==> src/rtl/plic_target.sv <==
// rtl/plic_target.sv - per-hart PLIC target: priority arbitration, eip generation, claim/complete handshake
module plic_target #(
    parameter int NSRC = 8,
    parameter int IDW  = 4,
    parameter int PW   = 5
) (
    input  logic                 clk,
    input  logic                 rst,
    input  logic [NSRC-1:0]      ip,
    input  logic [NSRC*PW-1:0]   prio,
    input  logic [PW-1:0]        thres,
    input  logic                 claim_rd,
    output logic [IDW-1:0]       claim_data,
    input  logic                 complete_wr,
    input  logic [IDW-1:0]       complete_id,
    output logic [NSRC-1:0]      ack,
    output logic                 eip,
    output logic [NSRC-1:0]      in_service
);

    logic [IDW-1:0] best_id;
    logic [PW-1:0]  best_prio;
    logic [IDW-1:0] next_id;
    logic [PW-1:0]  next_prio;
    logic           claim_hit;

    // Strict '>' against the running max keeps the lowest ID on ties; a
    // running max starting at 0 also rejects priority-0 sources.
    always_comb begin
        next_id   = '0;
        next_prio = '0;
        for (int i = 0; i < NSRC; i++) begin
            if (ip[i] && !in_service[i] &&
                (prio[i*PW +: PW] > thres) &&
                (prio[i*PW +: PW] > next_prio)) begin
                next_id   = IDW'(i + 1);
                next_prio = prio[i*PW +: PW];
            end
        end
    end

    // A registered winner always carries a nonzero priority.
    assign claim_hit = claim_rd && (best_prio != '0);

    always_ff @(posedge clk or posedge rst) begin
        if (rst) begin
            claim_data <= '0;
            ack        <= '0;
            eip        <= 1'b0;
            in_service <= '0;
            best_id    <= '0;
            best_prio  <= '0;
        end else begin
            ack <= '0;
            if (claim_rd) begin
                claim_data <= best_id;
                best_id    <= '0;
                best_prio  <= '0;
                eip        <= 1'b0;
            end else begin
                best_id    <= next_id;
                best_prio  <= next_prio;
                eip        <= (next_id != '0);
            end
            for (int i = 0; i < NSRC; i++) begin
                if (claim_hit && (best_id == IDW'(i + 1))) begin
                    in_service[i] <= 1'b1;
                    ack[i]        <= 1'b1;
                end else if (complete_wr && (complete_id == IDW'(i + 1))) begin
                    in_service[i] <= 1'b0;
                end
            end
        end
    end

endmodule

==> config.mk <==
export PLATFORM = sky130hd
export DESIGN_NAME = plic_target
export DESIGN_NICKNAME = d
export VERILOG_FILES = /design/src/rtl/plic_target.sv
export SDC_FILE = /design/constraint.sdc
export NUM_CORES = 1
export LEC_CHECK = 0
export ABC_AREA = 0
export BUFFER_PORTS_ARGS = -buffer_cell sky130_fd_sc_hd__buf_4
export CELL_PAD_IN_SITES_DETAIL_PLACEMENT = 1
export CELL_PAD_IN_SITES_GLOBAL_PLACEMENT = 1
export CORE_MARGIN = 2
export CORE_UTILIZATION = 35
export CTS_CLUSTER_DIAMETER = 50
export CTS_CLUSTER_SIZE = 24
export DETAILED_ROUTE_END_ITERATION = 8
export HOLD_SLACK_MARGIN = 0.06
export PLACE_DENSITY = 0.69
export SLEW_MARGIN = 20
export SYNTH_ARGS = -nofsm -noshare
export SYNTH_HDL_FRONTEND = slang
export SYNTH_SLANG_ARGS = --single-unit
==> constraint.sdc <==
create_clock -name clk -period 13.8 [get_ports clk]
set_input_delay 4.14 -clock clk [delete_from_list [all_inputs] [get_ports clk]]
set_output_delay 4.14 -clock clk [all_outputs]
set_load 0.01 [all_outputs]
---- Word-level counts from Yosys, hierarchy flattened ----
Index checks and enable logic that the tools add are counted.
cells by class
  $lt $le $gt $ge ......................... 16
  eq/ne operators ......................... 16
  multiplexer cells ....................... 43
  reductions and logical operators ........ 59
operator list
  kind                number
  $gt 5x5->1          15
  $mux 5              9
  $logic_and 1x1->1   41
  $eq 4x3->1 const B  8
  $mux 4              8
  $mux 1              26
  $eq 4x2->1 const B  4
  $reduce_bool 2->1   8
  $eq 4x1->1 const B  2
  $eq 4x4->1 const B  2
  $logic_not 1->1     8
  $gt 5x1->1 const B  1
  $reduce_bool 5->1   1
  $reduce_bool 4->1   1
storage, ports and cells
  register bits ........................... 30
  input bits .............................. 61
  output and inout bits ................... 21
  word-level logic and storage cells ...... 147

---- Depth between registers and ports, before layout ----
Gate-level depths: netlist (run 1).
  depth in word-level cells ............... 28
  gate-level depth with buffers ........... 68
  depth with buffers taken out ............ 62

---- Worst setup path after synthesis (run 1) ----
Ideal clock, no wire load.
  path kind ............................... input to register
  start point ............................. in thres[3]
  end point ............................... reg best_prio[0]
  setup time .............................. 0.127 ns
  arrival time ............................ 16.258 ns
  data required time ...................... 13.673 ns
  slack ................................... -2.586 ns
  stages .................................. 65
  buffers on the path ..................... 6
  path through ............................ inv_1 -> ha_1 -> and4_1 -> a21oi_1 -> a221oi_2 -> nand2_1 -> ha_1 -> and3_1 -> and3_1 -> nor4b_1 -> o21ai_1 -> nor2_1 -> clkbuf_1 -> nand2_1 -> and2_1 -> ha_1 -> and3_1 -> nand3_1 -> [... 29 more ...] -> ha_1 -> nor2b_1 -> o21a_1 -> o21a_1 -> o21ai_0 -> nand2b_1 -> and3_1 -> clkbuf_1 -> nor3_1 -> or3_1 -> ha_1 -> and3_1 -> nand3_1 -> nand4b_1 -> nor3_1 -> nor2_1 -> o21ai_0 -> o31ai_2
between the ends
  longest elaborated chain between the ends .. 26
  elaborated cells on any way between the ends .. 40
  those cells by class .................... 15 x order compare; 9 x mux; 16 x reduce/logical
RTL lines
  element               RTL line  source
  from (decl)           11        input logic [PW-1:0] thres,
  $gt 5x5->1            34        (prio[i*PW +: PW] > thres) &&
  $logic_and 1x1->1     33        if (ip[i] && !in_service[i] &&
  $logic_and 1x1->1     34
  $mux 5                33
  $gt 5x5->1            35        (prio[i*PW +: PW] > next_prio)) begin
  $logic_and 1x1->1     34
  $mux 5                33
  $gt 5x5->1            35
  [... 10 more ...]     --
  $mux 5                33
  $gt 5x5->1            35
  $logic_and 1x1->1     34
  $mux 5                33
  $gt 5x5->1            35
  $logic_and 1x1->1     34
  $mux 5 (*)            33
  $mux 5 (*)            55        if (claim_rd) begin
  to (signal assigned)  62        best_prio <= next_prio;
  to (decl)             22        logic [PW-1:0] best_prio;
Mark *: on every way between the ends. The rest lies on a longest branch, timed or not.
A chain may end at the register's enable or synchronous reset.

---- Final worst setup path (run 1) ----
  start point ............................. in thres[2]
  end point ............................... reg best_id[1]
between the ends
  longest elaborated chain between the ends .. 26
  elaborated cells on any way between the ends .. 46
  those cells by class .................... 15 x order compare; 15 x mux; 16 x reduce/logical
RTL lines
  element               RTL line  source
  $gt 5x5->1            34
  $logic_and 1x1->1     33
  $logic_and 1x1->1     34
  $mux 5                33
  $gt 5x5->1            35
  $logic_and 1x1->1     34
  $mux 5                33
  $gt 5x5->1            35
  [... 10 more ...]     --
  $mux 5                33
  $gt 5x5->1            35
  $logic_and 1x1->1     34
  $mux 5                33
  $gt 5x5->1            35
  $logic_and 1x1->1     34
  $mux 4 (*)            33
  $mux 4 (*)            55
  to (signal assigned)  61        best_id <= next_id;
  to (decl)             21        logic [IDW-1:0] best_id;
Marks and branches as above.

==> reports/qor.txt, run 1 <==
Required @ worst endpoint: 13.96 ns
First-pass DRT Iterations: 6
Die W: 106 um
DRT iter0 DRCs: 151
Starting Density: 0.354
CP max FO: 6
top post-synthesis cells by count: ha_1 (73), inv_1 (32), o21ai_0 (31)
# nets final: 744
FF-to-FF Start: in_service[0]
Mapped Avg Cell Area: 8.71 um^2
die height: 106 um
NetSw: 0.297 mW
storage element area: 751 um^2
Routed WL: 16,300 um
Final Max Slew Viols: 0
hold_ws: 0.509 ns
Design Area, Final: 0.00626 mm^2
Hold Fails Final Rpt: 0
Yosys top cell by area: ha_1
via count: 4,180
PortBufs: 81
worst setup path category: primary input to flop
CTS clk-pin slew, worst paths: 0.06 ns
CTS tree: done
pwr/cell area: 117 mW/mm^2
P_int: 0.438 mW
gr usage total: 0.278
Cell Area, Placed: 0.00517 mm^2
fmax: 0.0637 GHz
startpoint types: primary input
worst hold path class: flop to flop
largest net degree at the start of global routing: 31
Peak VDD IR: 0.0770 mV
drt wl/cell: 21.8 um
Core Footprint: 0.0102 mm^2
clk_lat worst skew: 0.28 ns
outcome: complete, but fails checks
Clock Sinks: 30
initial antenna violation count: 0
Clk Tree Root Cell: clkbuf_8
crit path time final: 15.71 ns
number of synthesized flops with an enable pin: 0
Die ar.: 0.0111 mm^2
most frequent cell after synthesis: ha_1
synth unique cells: 58
setup TNS: -18.13 ns
area of the multi-input gates: 0.00354 mm^2
# IOs: 82
GPL Wtd Cong: 0.880
first-pass GRT wire length: 24,100 um
vias per cell: 5.60
Congestion Overflow GR: 0
async set or reset register ratio after synthesis: 1.00
CTS Buf Count: 5
crit path to: best_id[1]
Setup Viol. Count Final: 10
DP Wirelength: 11,100 um
MaxCap Viol Count: 0
part of the power in registers: 0.174
Clock H-tree levels: 2
clock power share: 0.113
Fin Clk Skew: 0.00178 ns
Worst Path Arrival: 15.87 ns
crit end category: flop
Pleak: 2.95 nW
Top FF cell, synth: dfrtp_1
max incr delay on CP: 0.53 ns
synthesized instance count: 414
slack of the critical path: -1.91 ns
Rows: 37
Sw Share: 0.404
Slew HR: 0.573
Critical Path Start: thres[2]
failing checks: negative setup slack
# diodes: 0
path depth of the worst reg2reg path: 60
area grow syn2layout: 73.7%
residual DRC count: 0
slowest CP cell: or4b_4
Seq cells post-synth: 30
r2r setup slk: 2.16 ns
vias in the first global route: 4,569
hold buffers post-CTS: 0
synth warn: 0
combinational power share: 0.714
synthesized area: 0.00361 mm^2
sequential share of the synthesized area: 0.208
Synth area leaders: ha_1 (25%), dfrtp_1 (21%), o21ai_0 (4.3%)
Mapped Nets: 548
Antenna Violating Nets Remaining: 0
share of cells above drive strength 1: 0.563
Slew @ Worst Pin: 0.641 ns
# fillers: 1,140
reg-to-reg endpoint: best_id[1]
CTS Buffer Depth: 2
fin crit share: 1.14
RSZ-0062 raised after global routing: yes
Yosys top cell area share: 0.253
Core Util, Final: 0.615
## state kept, by name, summed over array words and instances (netlist names)
| signal | cells |
|---|---|
| ack | 8 |
| best_id | 4 |
| best_prio | 5 |
| claim_data | 4 |
| eip | 1 |
| in_service | 8 |
## logic make-up after synthesis
logic type | count (synthesis) | synth area share
adders and majority gates | 73 | 0.253
muxes | 18 | 0.0559
and+or+nand+nor | 141 | 0.222
buffers and inverters | 41 | 0.0468
AOI/OAI and AO/OA | 111 | 0.214
DFF | 30 | 0.208
## timing repair
item | 4_1_cts | 5_1_grt
gates cloned | 1 | 0
setup endpoints to repair | 10 | 10
pin swaps | 45 | 60
gates resized for setup | 64 | 55
setup buffers | 35 | 12
## final cells by class
cell class	instances	area share
tap	136	0.0272
multi-input combinational	343	0.566
sequential	30	0.120
clock buffer	8	0.0176
inverter	32	0.0202
timing repair buffer	198	0.250
## worst min-delay path by stage
stage,start,depth (start not counted),endpoint
after detailed placement,claim_data[0],1,claim_data[0]
final,claim_data[0],1,claim_data[0]
after global routing,claim_data[1],1,claim_data[1]
after floorplan,best_id[2],1,ack[7]
after global placement,best_id[2],1,ack[7]
after CTS,best_id[2],1,ack[7]
## layout by cell type, fill, tap and decap left out, drive strengths merged, types with 3 or more instances in the layout
cell type / netlist / routed
inv: 32 / 31
ha: 73 / 73
nor2: 25 / 25
a21oi: 15 / 15
nand2: 18 / 18
nor3: 10 / 10
mux2i: 4 / 4
a211oi: 3 / 3
o211ai: 3 / 3
a21o: 12 / 12
dfrtp: 30 / 30
a221oi: 6 / 6
o31ai: 6 / 6
nor4b: 3 / 3
buf: 2 / 198
clkbuf: 7 / 8
o21ai: 34 / 34
nand2b: 12 / 12
nor2b: 10 / 10
a31oi: 7 / 7
and2: 6 / 6
and3: 17 / 17
or4: 3 / 3
o21a: 10 / 10
or3: 4 / 4
nand3b: 4 / 4
nand3: 15 / 15
mux2: 14 / 14
## per-stage QoR
step | setup slack, ns | total power [mW] | instances
after floorplan | -1.40 | 0.344 | 414
after global placement | -1.74 | 0.494 | 697
after detailed placement | -2.26 | 0.509 | 697
after CTS | -1.58 | 0.679 | 740
after global routing | -2.34 | 0.780 | 747
final | -1.91 | 0.736 | 747
## layer usage
layer,share of wire,routed length (um),GRT usage,vias up
met5,0,0,0,-
met2,0.52,8470,0.521,126
li1,-,-,-,1933
met1,0.41,6620,0.322,2070
met4,0.038,618,0.0930,0
met3,0.034,552,0.0365,51
## power groups by stage
stage          sequential, mW  clock [mW]  combinational (mW)
2_1_floorplan           0.130           0               0.214
3_3_place_gp            0.128           0               0.366
3_5_place_dp            0.129           0               0.381
4_1_cts                 0.127      0.0846               0.467
5_1_grt                 0.130      0.0882               0.561
6_report                0.128      0.0828               0.525
## worst max-delay path, delay by kind of cell
family,cells,cell delay (ns)
AND/OR/NAND/NOR,25,4.60
AO/OA/AOI/OAI,20,3.65
adder cells (fa/ha/maj),8,1.86
buffers and inverters,10,1.23
multiplexers,1,0.35
No activity file was read; power rests on OpenSTA's default activity.
==> run 2, diff against run 1 <==
--- a/config.mk
+++ b/config.mk
@@ -16,6 +16,7 @@
 export DETAILED_ROUTE_END_ITERATION = 8
 export HOLD_SLACK_MARGIN = 0.06
 export PLACE_DENSITY = 0.69
+export REMOVE_ABC_BUFFERS = 1
 export SLEW_MARGIN = 20
 export SYNTH_ARGS = -nofsm -noshare
 export SYNTH_HDL_FRONTEND = slang
==> reports/qor.txt, run 2 (synthesis gave the netlist of run 1 again) <==
most frequent cells in the layout: buf_4 (195), ha_1 (48), dfrtp_1 (30), ha_4 (24), inv_1 (22)
Hold Path End: ack[7]
DRT iter0 DRCs: 139
die height: 106 um
RSZ-0062 raised after global routing: yes
Die ar.: 0.0111 mm^2
Required @ worst endpoint: 13.97 ns
MaxCap Viol Count: 0
Worst Path Arrival: 15.98 ns
fmax: 0.0633 GHz
first-pass GRT wire length: 24,300 um
Clock H-tree levels: 2
top flop regs: ack (8), in_service (8), best_prio (5)
share of cells above drive strength 1: 0.583
CTS Buf Count: 5
Slew HR: 0.592
First-pass DRT Iterations: 4
fin crit share: 1.15
Pleak: 3.07 nW
max incr delay on CP: 0.52 ns
hold path depth: 1
Congestion Overflow GR: 0
crit end category: flop
reg-to-reg endpoint: best_prio[3]
worst setup path category: primary input to flop
startpoint types: primary input
path depth of the worst reg2reg path: 60
# IOs: 82
vias per cell: 5.76
GPL Wtd Cong: 0.990
total chip power: 0.763 mW
Setup Viol. Count Final: 10
area grow syn2layout: 78.7%
# diodes: 0
Hold Fails Final Rpt: 0
slowest CP cell: or4b_4
via count: 4,413
Die W: 106 um
Core Util, Final: 0.633
CTS tree: done
Core Footprint: 0.0102 mm^2
setup TNS: -19.02 ns
CP max FO: 11
Fin Clk Skew: 0.00579 ns
Final Max Slew Viols: 0
placed cells: 691
hold buffers post-CTS: 0
PortBufs: 81
initial antenna violation count: 0
crit path time final: 15.80 ns
residual DRC count: 0
slack of the critical path: -2.00 ns
gr usage total: 0.284
r2r setup slk: 1.97 ns
Rows: 37
worst hold path class: flop to flop
pwr/cell area: 118 mW/mm^2
CTS clk-pin slew, worst paths: 0.07 ns
Routed WL: 18,700 um
Slew @ Worst Pin: 0.611 ns
outcome: complete, but fails checks
largest net degree at the start of global routing: 31
hold_sp: best_id[2]
Clock Sinks: 30
most common cell after layout, fill and taps aside: buf_4
DP Wirelength: 11,000 um
fin cells: 766
# nets final: 763
Peak VDD IR: 0.0573 mV
CTS Buffer Depth: 2
Clk Tree Root Cell: clkbuf_8
clk_lat worst skew: 0.29 ns
FF-to-FF Start: in_service[0]
failing checks: negative setup slack
# fillers: 1,112
vias in the first global route: 4,702
drt wl/cell: 24.5 um
worst slack, placed: -2.67 ns
Starting Density: 0.354
Antenna Violating Nets Remaining: 0
-- run 2: changes by cell type in the layout (fill, tap and decap cells not counted), moves of 4 or more --
cell / change
buf_4: +10
buf_6: +6
buf_8: +4
nand2_4: +4
-- run 2: cell type report --
| class | count | area, um^2 | area share |
|---|---|---|---|
| multi-input combinational | 344 | 3580 | 0.555 |
| timing repair buffer | 216 | 1720 | 0.267 |
| sequential | 30 | 751 | 0.117 |
| tap | 136 | 170 | 0.0264 |
| inverter | 32 | 130 | 0.0202 |
| clock buffer | 6 | 82.6 | 0.0128 |
| clock inverter | 2 | 12.5 | 0.00194 |
-- run 2: power breakdown --
part	switching (mW)	leakage, nW	total [mW]	internal, mW
Combinational	0.265	2.62	0.558	0.293
Clock	0.0345	0.0472	0.0745	0.0400
Sequential	0.0210	0.401	0.131	0.110
Total	0.320	3.07	0.763	0.442
-- run 2: repair_timing --
item                                    in CTS  in global routing
gates cloned                                 1                  0
endpoints found under the setup margin      10                 10
hold endpoints to repair                     0                  0
pin swaps                                   75                 69
setup buffers                               42                 28
gates resized for setup                    143                 52
-- run 2: layer usage --
metal,GRT usage,up-vias,wire [um],share of wire
li1,-,1986,-,-
met1,0.312,2211,6980,0.37
met2,0.536,143,9950,0.53
met3,0.0284,73,762,0.041
met4,0.144,0,1040,0.056
met5,0,-,0,0
-- run 2: how the worst max path moves through the flow --
stage / from / endpoint / slack (ns) / cells after the start
after floorplan: thres[3] / best_prio[0] / -2.21 / 59
after global placement: thres[3] / best_prio[2] / -2.22 / 61
after detailed placement: thres[3] / best_prio[2] / -2.67 / 61
after CTS: thres[3] / best_prio[3] / -1.28 / 63
after global routing: thres[3] / best_prio[3] / -2.36 / 67
final: thres[4] / best_prio[3] / -2.00 / 64
-- run 2: worst max-delay path: cells and delay by family --
family,cells,cell delay (ns)
and+or+nand+nor,24,4.66
AOI/OAI and AO/OA,15,2.59
adders and majority gates,8,1.95
buffers and inverters,14,1.75
muxes,3,0.83
-- run 2: stage by stage --
| stage | area, um^2 | hold WS (ns) |
|---|---|---|
| finish | 6440 | 0.499 |
| global route | 6440 | 0.520 |
| CTS | 5950 | 0.498 |
| detailed placement | 4850 | 0.486 |
| global placement | 4850 | 0.478 |
| floorplan | 3560 | 0.441 |
